**config.mk**
```make
export PLATFORM = sky130hd
export DESIGN_NAME = menu_mode_select_flat
export DESIGN_NICKNAME = d
export VERILOG_FILES = /design/src/rtl/ehockey_pkg.sv /design/src/rtl/menu_mode_select_if.sv /design/src/rtl/menu_mode_select_button_debounce.sv /design/src/rtl/menu_mode_select.sv /design/src/flat_wrapper.sv
export SDC_FILE = /design/constraint.sdc
export NUM_CORES = 1
export LEC_CHECK = 0
export ABC_AREA = 1
export CAP_MARGIN = 30
export CORE_AREA = 4 4 82 92
export CTS_CLUSTER_SIZE = 8
export DETAILED_ROUTE_END_ITERATION = 12
export DIE_AREA = 0 0 86 96
export PLACE_DENSITY_LB_ADDON = 0.05
export SLEW_MARGIN = 10
export SYNTH_ARGS = -nofsm -noshare
export SYNTH_HDL_FRONTEND = slang
export SYNTH_SLANG_ARGS = --single-unit
```
**constraint.sdc**
```tcl
create_clock -name clk -period 1.95 [get_ports clk]
set_clock_uncertainty 0.1 [all_clocks]
set_input_delay 0.39 -clock clk [delete_from_list [all_inputs] [get_ports clk]]
set_output_delay 0.39 -clock clk [all_outputs]
set_load 0.03 [all_outputs]
```
**src/rtl/ehockey_pkg.sv**
```systemverilog
// Shared types and constants for the E-Hockey front-panel and game control logic.
package ehockey_pkg;

  localparam int MODE_W           = 3;
  localparam int DEBOUNCE_DEFAULT = 1_000_000;

  typedef enum logic [1:0] {
    ST_MENU   = 2'd0,
    ST_LAUNCH = 2'd1,
    ST_PLAY   = 2'd2
  } state_e;

  // Wrap by explicit compare so mode counts below 8 wrap correctly.
  function automatic logic [MODE_W-1:0] mode_step(
    input logic [MODE_W-1:0] cur,
    input logic              up,
    input logic [MODE_W-1:0] max_mode
  );
    if (up) begin
      mode_step = (cur == max_mode) ? '0 : cur + MODE_W'(1);
    end else begin
      mode_step = (cur == '0) ? max_mode : cur - MODE_W'(1);
    end
  endfunction

endpackage

```
**src/rtl/menu_mode_select_if.sv**
```systemverilog
// Button, game-status and menu-output bundle between the front panel and menu control.
interface menu_mode_select_if;
  import ehockey_pkg::*;

  logic              btn_up;
  logic              btn_down;
  logic              btn_sel;
  logic              game_over;
  logic [MODE_W-1:0] mode;
  logic [MODE_W-1:0] game_mode;
  logic              in_menu;
  logic              start;

  modport master (
    output btn_up, btn_down, btn_sel, game_over,
    input  mode, game_mode, in_menu, start
  );

  modport slave (
    input  btn_up, btn_down, btn_sel, game_over,
    output mode, game_mode, in_menu, start
  );

endinterface

```
**src/rtl/menu_mode_select_button_debounce.sv**
```systemverilog
// Push-button conditioner: 2-FF synchronizer, stability counter, registered rising-edge pulse.
// Level follows raw after DEBOUNCE_CYCLES stable samples; press lags level by one cycle.
module button_debounce
  import ehockey_pkg::*;
#(
  parameter int DEBOUNCE_CYCLES = DEBOUNCE_DEFAULT
) (
  input  logic clk,
  input  logic reset,
  input  logic raw,
  output logic level,
  output logic press
);

  localparam int             CNT_W = $clog2(DEBOUNCE_CYCLES);
  localparam logic [CNT_W-1:0] LAST = CNT_W'(DEBOUNCE_CYCLES - 1);

  logic             sync1_q, sync2_q;
  logic [CNT_W-1:0] cnt_q, cnt_d;
  logic             level_q, level_d;
  logic             prev_q, press_q;

  // The flip happens on the DEBOUNCE_CYCLES-th consecutive mismatching sample.
  always_comb begin
    cnt_d   = '0;
    level_d = level_q;
    if (sync2_q != level_q) begin
      if (cnt_q == LAST) begin
        level_d = ~level_q;
      end else begin
        cnt_d = cnt_q + CNT_W'(1);
      end
    end
  end

  always_ff @(posedge clk) begin
    if (reset) begin
      sync1_q <= 1'b0;
      sync2_q <= 1'b0;
      cnt_q   <= '0;
      level_q <= 1'b0;
      prev_q  <= 1'b0;
      press_q <= 1'b0;
    end else begin
      sync1_q <= raw;
      sync2_q <= sync1_q;
      cnt_q   <= cnt_d;
      level_q <= level_d;
      prev_q  <= level_q;
      press_q <= level_q & ~prev_q;
    end
  end

  assign level = level_q;
  assign press = press_q;

endmodule

```
**src/rtl/menu_mode_select.sv**
```systemverilog
// Menu cursor and menu/launch/play sequencer driven by three debounced buttons.
// start and the latched game_mode appear one cycle after the select press; in_menu drops one cycle later.
module menu_mode_select
  import ehockey_pkg::*;
#(
  parameter int DEBOUNCE_CYCLES = DEBOUNCE_DEFAULT,
  parameter int NUM_MODES       = 8
) (
  input  logic               clk,
  input  logic               reset,
  menu_mode_select_if.slave  bus
);

  localparam logic [MODE_W-1:0] MAX_MODE = MODE_W'(NUM_MODES - 1);

  logic up_press, down_press, sel_press;

  button_debounce #(.DEBOUNCE_CYCLES(DEBOUNCE_CYCLES)) u_up (
    .clk(clk), .reset(reset), .raw(bus.btn_up), .level(), .press(up_press)
  );
  button_debounce #(.DEBOUNCE_CYCLES(DEBOUNCE_CYCLES)) u_down (
    .clk(clk), .reset(reset), .raw(bus.btn_down), .level(), .press(down_press)
  );
  button_debounce #(.DEBOUNCE_CYCLES(DEBOUNCE_CYCLES)) u_sel (
    .clk(clk), .reset(reset), .raw(bus.btn_sel), .level(), .press(sel_press)
  );

  state_e            state_q, state_d;
  logic [MODE_W-1:0] mode_q, mode_d;
  logic [MODE_W-1:0] game_mode_q, game_mode_d;

  always_ff @(posedge clk) begin
    if (reset) begin
      state_q     <= ST_MENU;
      mode_q      <= '0;
      game_mode_q <= '0;
    end else begin
      state_q     <= state_d;
      mode_q      <= mode_d;
      game_mode_q <= game_mode_d;
    end
  end

  // game_mode is captured on entry to LAUNCH so it is valid alongside start.
  always_comb begin
    state_d     = state_q;
    mode_d      = mode_q;
    game_mode_d = game_mode_q;
    case (state_q)
      ST_MENU: begin
        if (sel_press) begin
          state_d     = ST_LAUNCH;
          game_mode_d = mode_q;
        end else if (up_press && !down_press) begin
          mode_d = mode_step(mode_q, 1'b1, MAX_MODE);
        end else if (down_press && !up_press) begin
          mode_d = mode_step(mode_q, 1'b0, MAX_MODE);
        end
      end
      ST_LAUNCH: state_d = ST_PLAY;
      ST_PLAY: begin
        if (bus.game_over) state_d = ST_MENU;
      end
      default: state_d = ST_MENU;
    endcase
  end

  assign bus.mode      = mode_q;
  assign bus.game_mode = game_mode_q;
  assign bus.in_menu   = (state_q != ST_PLAY);
  assign bus.start     = (state_q == ST_LAUNCH);

endmodule

```
**src/flat_wrapper.sv**
```systemverilog
// flat-port wrapper written by rule: the top's interface ports become plain ports
module menu_mode_select_flat import ehockey_pkg::*;
#(
  parameter int DEBOUNCE_CYCLES = DEBOUNCE_DEFAULT,
  parameter int NUM_MODES       = 8
)
  (clk, reset, bus_btn_up, bus_btn_down, bus_btn_sel, bus_game_over, bus_mode, bus_game_mode, bus_in_menu, bus_start);
  menu_mode_select_if bus_i ();
  input  logic clk;
  input  logic reset;
  input wire logic [$bits(bus_i.btn_up)-1:0] bus_btn_up;
  input wire logic [$bits(bus_i.btn_down)-1:0] bus_btn_down;
  input wire logic [$bits(bus_i.btn_sel)-1:0] bus_btn_sel;
  input wire logic [$bits(bus_i.game_over)-1:0] bus_game_over;
  output wire logic [$bits(bus_i.mode)-1:0] bus_mode;
  output wire logic [$bits(bus_i.game_mode)-1:0] bus_game_mode;
  output wire logic [$bits(bus_i.in_menu)-1:0] bus_in_menu;
  output wire logic [$bits(bus_i.start)-1:0] bus_start;
  assign bus_i.btn_up = bus_btn_up;
  assign bus_i.btn_down = bus_btn_down;
  assign bus_i.btn_sel = bus_btn_sel;
  assign bus_i.game_over = bus_game_over;
  assign bus_mode = bus_i.mode;
  assign bus_game_mode = bus_i.game_mode;
  assign bus_in_menu = bus_i.in_menu;
  assign bus_start = bus_i.start;
  menu_mode_select #(.DEBOUNCE_CYCLES(DEBOUNCE_CYCLES), .NUM_MODES(NUM_MODES)) u_core (.clk(clk), .reset(reset), .bus(bus_i));
endmodule
```
Word level (Yosys, flattened, before mapping)
Index checks and enable logic that the tools add are counted.
- add/subtract/negate cells: 5
- mux-type cells: 7
- bitwise gates (word level): 13
- reduce and logical (&&, ||, !) cells: 16
- eq/ne operators: 12
- operator list (operator ; count):
    $add 20x1->20 const B ; 3
    $eq 20x20->1 const B ; 3
    $mux 3 ; 4
    $not 1->1 ; 10
    $reduce_and 2->1 ; 5
    $reduce_or 3->1 ; 3
    $ne 2x2->1 const B ; 3
    $pmux 2 s3 ; 1
    $mux 2 ; 2
    $add 3x1->3 const B ; 1
    $and 1x1->1 ; 3
    $eq 3x3->1 const B ; 1
    $logic_not 3->1 ; 1
    $ne 1x1->1 ; 3
    $reduce_and 3->1 ; 1
    $sub 3x1->3 const B ; 1
    $eq 2x1->1 const B ; 1
    $eq 2x2->1 const B ; 1
    $logic_and 1x1->1 ; 2
    $logic_not 1->1 ; 2
    $logic_not 2->1 ; 1
    $reduce_bool 2->1 ; 1
- output and inout bits: 8
- input port bits: 6
- register bits after elaboration: 83
- word-level logic and storage cells: 74

Depth between registers and ports, before layout
- depth in word-level cells: 4
- gate-level depth with buffers: 9
- mapped depth without buffers: 9

By module
A second synthesis with hierarchy kept.
- cells, all modules: 569
- area total of the unflattened synthesis: 3990.1 um2
- modules (own cells, without submodules) (module ; area each (um2) ; cells an instance ; times used):
    button_debounce ; 1179.9 ; 167 ; 3
    menu_mode_select ; 450.4 ; 68 ; 1

Worst setup path after synthesis
OpenSTA, ideal clock, no wires.
- path type: register to register
- from: register u_core.mode_q[0], in the netlist u_core.bus.mode[0]
- to: register u_core.mode_q[2], in the netlist u_core.bus.mode[2]
- buffers on the path: 0
- data arrival time: 1.318 ns
- period minus slack after synthesis: 1.538 ns
- cell stages (with the launch flop): 7
- path slack: 0.412 ns
- setup time: 0.120 ns
- cell sequence: dfxtp_1 > inv_1 > ha_1 > ha_1 > nor2_1 > a21oi_1 > a21oi_1
- cells in the longest elaborated chain, start to end: 4
- elaborated cells on any way between the ends: 8
- classes of those cells: add/sub: 2; eq/ne: 1; mux: 4; reduce/logical: 1
- RTL lines (item ; line ; text):
    from (decl) ; menu_mode_select.sv:29 ; logic [MODE_W-1:0] mode_q, mode_d;
    from (signal assigned) ; menu_mode_select.sv:39 ; mode_q <= mode_d;
    $sub 3x1->3 or $logic_not 3->1 (tied branches) ; -- ;
    $mux 3 ; ehockey_pkg.sv:22 ; mode_step = (cur == '0) ? max_mode : cur - MODE_W'(1);
    $mux 3 ; menu_mode_select.sv:56 ; end else if (down_press && !up_press) begin
    $mux 3 (*) ; menu_mode_select.sv:54 ; end else if (up_press && !down_press) begin
Every way passes the cells marked *; elsewhere a longest branch is shown, timed or not. The select of a mux whose other input is x is not followed.
A chain may end at the register's enable or synchronous reset.

Worst setup path in the final report
- from: register u_core.mode_q[1], in the netlist u_core.bus.mode[1]
- to: output bus_mode[1]
- RTL lines (item ; line ; text):
    to (decl) ; flat_wrapper.sv:15 ; output wire logic [$bits(bus_i.mode)-1:0] bus_mode;
No word-level cell between the ends.

==> impl_metrics.ini <==
[sta]
slew_viol_final = 0
rsz0062_at_grt = no
tightest_slew_ns = 0.315
period_minus_slack_ns = 1.87
max_freq_mhz = 534
setup_viol = 0
hold_viol_final = 0
setup_tns_ns = 0
max_slew_margin_pct = 79.0
fin_crit_sh_pct = 96.0

[synth]
ys_seq_area_share_pct = 42.0
syn_nets = 584
ys_types = 28
synth-seq-cells = 83
yosys_warnings = 0
synth_area_mm2 = 0.00396
synthCells = 570
syn_avg_cell_area_um2 = 6.95

[cts]
hold_buffers = 0
cts.sinks = 83
clk-insertion-delay-late_ns = 0.35
cts_buffers = 9
cts_tree = built
root_buffer = clkbuf_8
clock_path_buffers = 2
ctsResizeCount = 3
cts_htree_levels = 3
cts_setup_buffers = 0
path_clk_slew_ns = 0.08

[worst_setup_path]
path_delay_family = buffers and inverters
slowest_stage = clkdlybuf4s50_1
reg2regPathDepth = 8
path_depth = 1
end_kind = output port
crit_chain = clkdlybuf4s50_1
worstPathRequired_ns = 1.46
cp.arrival_ns = 1.38
critical_path_class = reg -> out
slowest_delay_ns = 0.68
startpoint_type = register
cp_max_fo = 3
worst-path-buf-inv = 1

[finish]
syn_to_final_growth_pct = 10.7
final_common_cell = nor2_1
multi_input_area_mm2 = 0.00202
drive_above_1_share_pct = 6.86
antenna_cells = 0
nNetsFinal = 607
seqCellArea_mm2 = 0.00166
final_cell_mix = 139 x nor2_1, 130 x nand2_1, 83 x dfxtp_1
n_fill_cell = 613
design_area_mm2 = 0.00438
fin_util_pct = 66.9

[status]
outcome = complete, no violations

[grt]
grt_max_degree = 21
gr-usage-all-layers_pct = 19.8
grt_pass1_wl_mm = 13.2
gr-total-overflow = 0
antenna_found_initial = 0
grt_pass1_vias = 3202

[place]
io_buffer_count = 13
post-dp-hpwl_mm = 5.46
gp_congestion = 0.852
place_area_mm2 = 0.00418

[route]
routed_wl_mm = 7.36
vias_per_cell = 5.01
dr.pass1.iters = 4
via_count = 3404
wl_per_cell_um = 10.8
drc_errors = 0
drt-initial-drc-count = 98
ant_nets = 0

[hold_path]
min_path_cells = 1
hold_path_class = reg -> reg

[floorplan]
die_area_mm2 = 0.00826
core_area_mm2 = 0.00656
io_pins = 14
fp-row-count = 31
die_w_um = 86
initial_core_util_pct = 60.4
die_h_um = 96

[run]
max_cap_violations = 0

[pwr]
leakagePower_nw = 1.52
power.density_mw_per_mm2 = 682
vdd_drop_max_mv = 0.600
finalPower_mw = 2.99
[cell usage after synthesis (all sizes together)]
cell	instances	area share (%)
nor2	144	14
nand2	133	13
dfxtp	83	42
inv	62	5.9
nand3	35	5.1
a21oi	29	3.8
xor2	18	4.0
o21ai	14	1.8
nand4	10	1.6
xnor2	9	2.0
ha	8	2.5
or2	8	1.3
nor3	6	0.76
buf	4	1.1
clkbuf	2	0.19
and2	1	0.16
nand3b	1	0.19
o21a	1	0.19
o21bai	1	0.19
o221a	1	0.28
[metrics by stage]
step / cells / hold slack, ns / worst slack (ns)
after floorplan: 570 / 0.273 / 0.412
after global placement: 664 / 0.279 / 0.112
after detailed placement: 664 / 0.285 / 0.0494
after CTS: 680 / 0.297 / 0.0194
after global routing: 680 / 0.307 / 0.0109
final: 680 / 0.298 / 0.0779
[cell families (layout without fill, tap and decap cells)]
group | Yosys count | in the layout | synth area share (%)
adders and majority gates | 8 | 8 | 2.53
xor gates and xnor gates | 27 | 27 | 5.97
and+or+nand+nor | 338 | 338 | 36.1
DFF | 83 | 83 | 42.0
buffers and inverters | 68 | 96 | 7.20
AOI/OAI and AO/OA | 46 | 46 | 6.19
[area by class of cell]
cell class	count	share of cell area, %
multi-input combinational	419	46.0
sequential	83	37.9
inverter	62	5.31
clock inverter	6	1.48
clock buffer	10	3.14
tap	82	2.34
timing repair buffer	18	3.80
[final timing paths]
check	to	startpoint	slack [ns]
setup / recovery	bus_mode[1]	u_core.bus.mode[1]$_SDFFE_PP0P_	0.08
hold / removal	u_core.u_sel.press$_SDFF_PP0_	u_core.u_sel.prev_q$_SDFF_PP0_	0.30
setup reg to reg	u_core.u_up.cnt_q[12]$_SDFF_PP0_	u_core.u_up.cnt_q[0]$_SDFF_PP0_	0.26
hold reg to reg	u_core.u_sel.press$_SDFF_PP0_	u_core.u_sel.prev_q$_SDFF_PP0_	0.30
[routing by layer]
metal | GRT usage [%] | wire [µm]
met5 | 0 | 0
met4 | 10.7 | 227
met3 | 3.42 | 177
met2 | 34.6 | 3570
met1 | 23.1 | 3390
[state kept, by name, indices dropped and copies added, names as in the netlist, 2 cells and up]
signal / flops
u_core.u_up.cnt_q: 20
u_core.state_q: 2
u_core.u_sel.cnt_q: 20
u_core.bus.mode: 3
u_core.bus.game_mode: 3
u_core.u_down.cnt_q: 20
[report_power, final]
part	leakage, nW	switching [mW]	total [mW]	internal, mW
sequential	0.670	0.00482	1.71	1.70
clock	0.102	0.614	1.24	0.626
combinational	0.744	0.0260	0.0459	0.0199
total	1.52	0.644	2.99	2.35
Note: power is estimated with default switching activity, not from simulation.
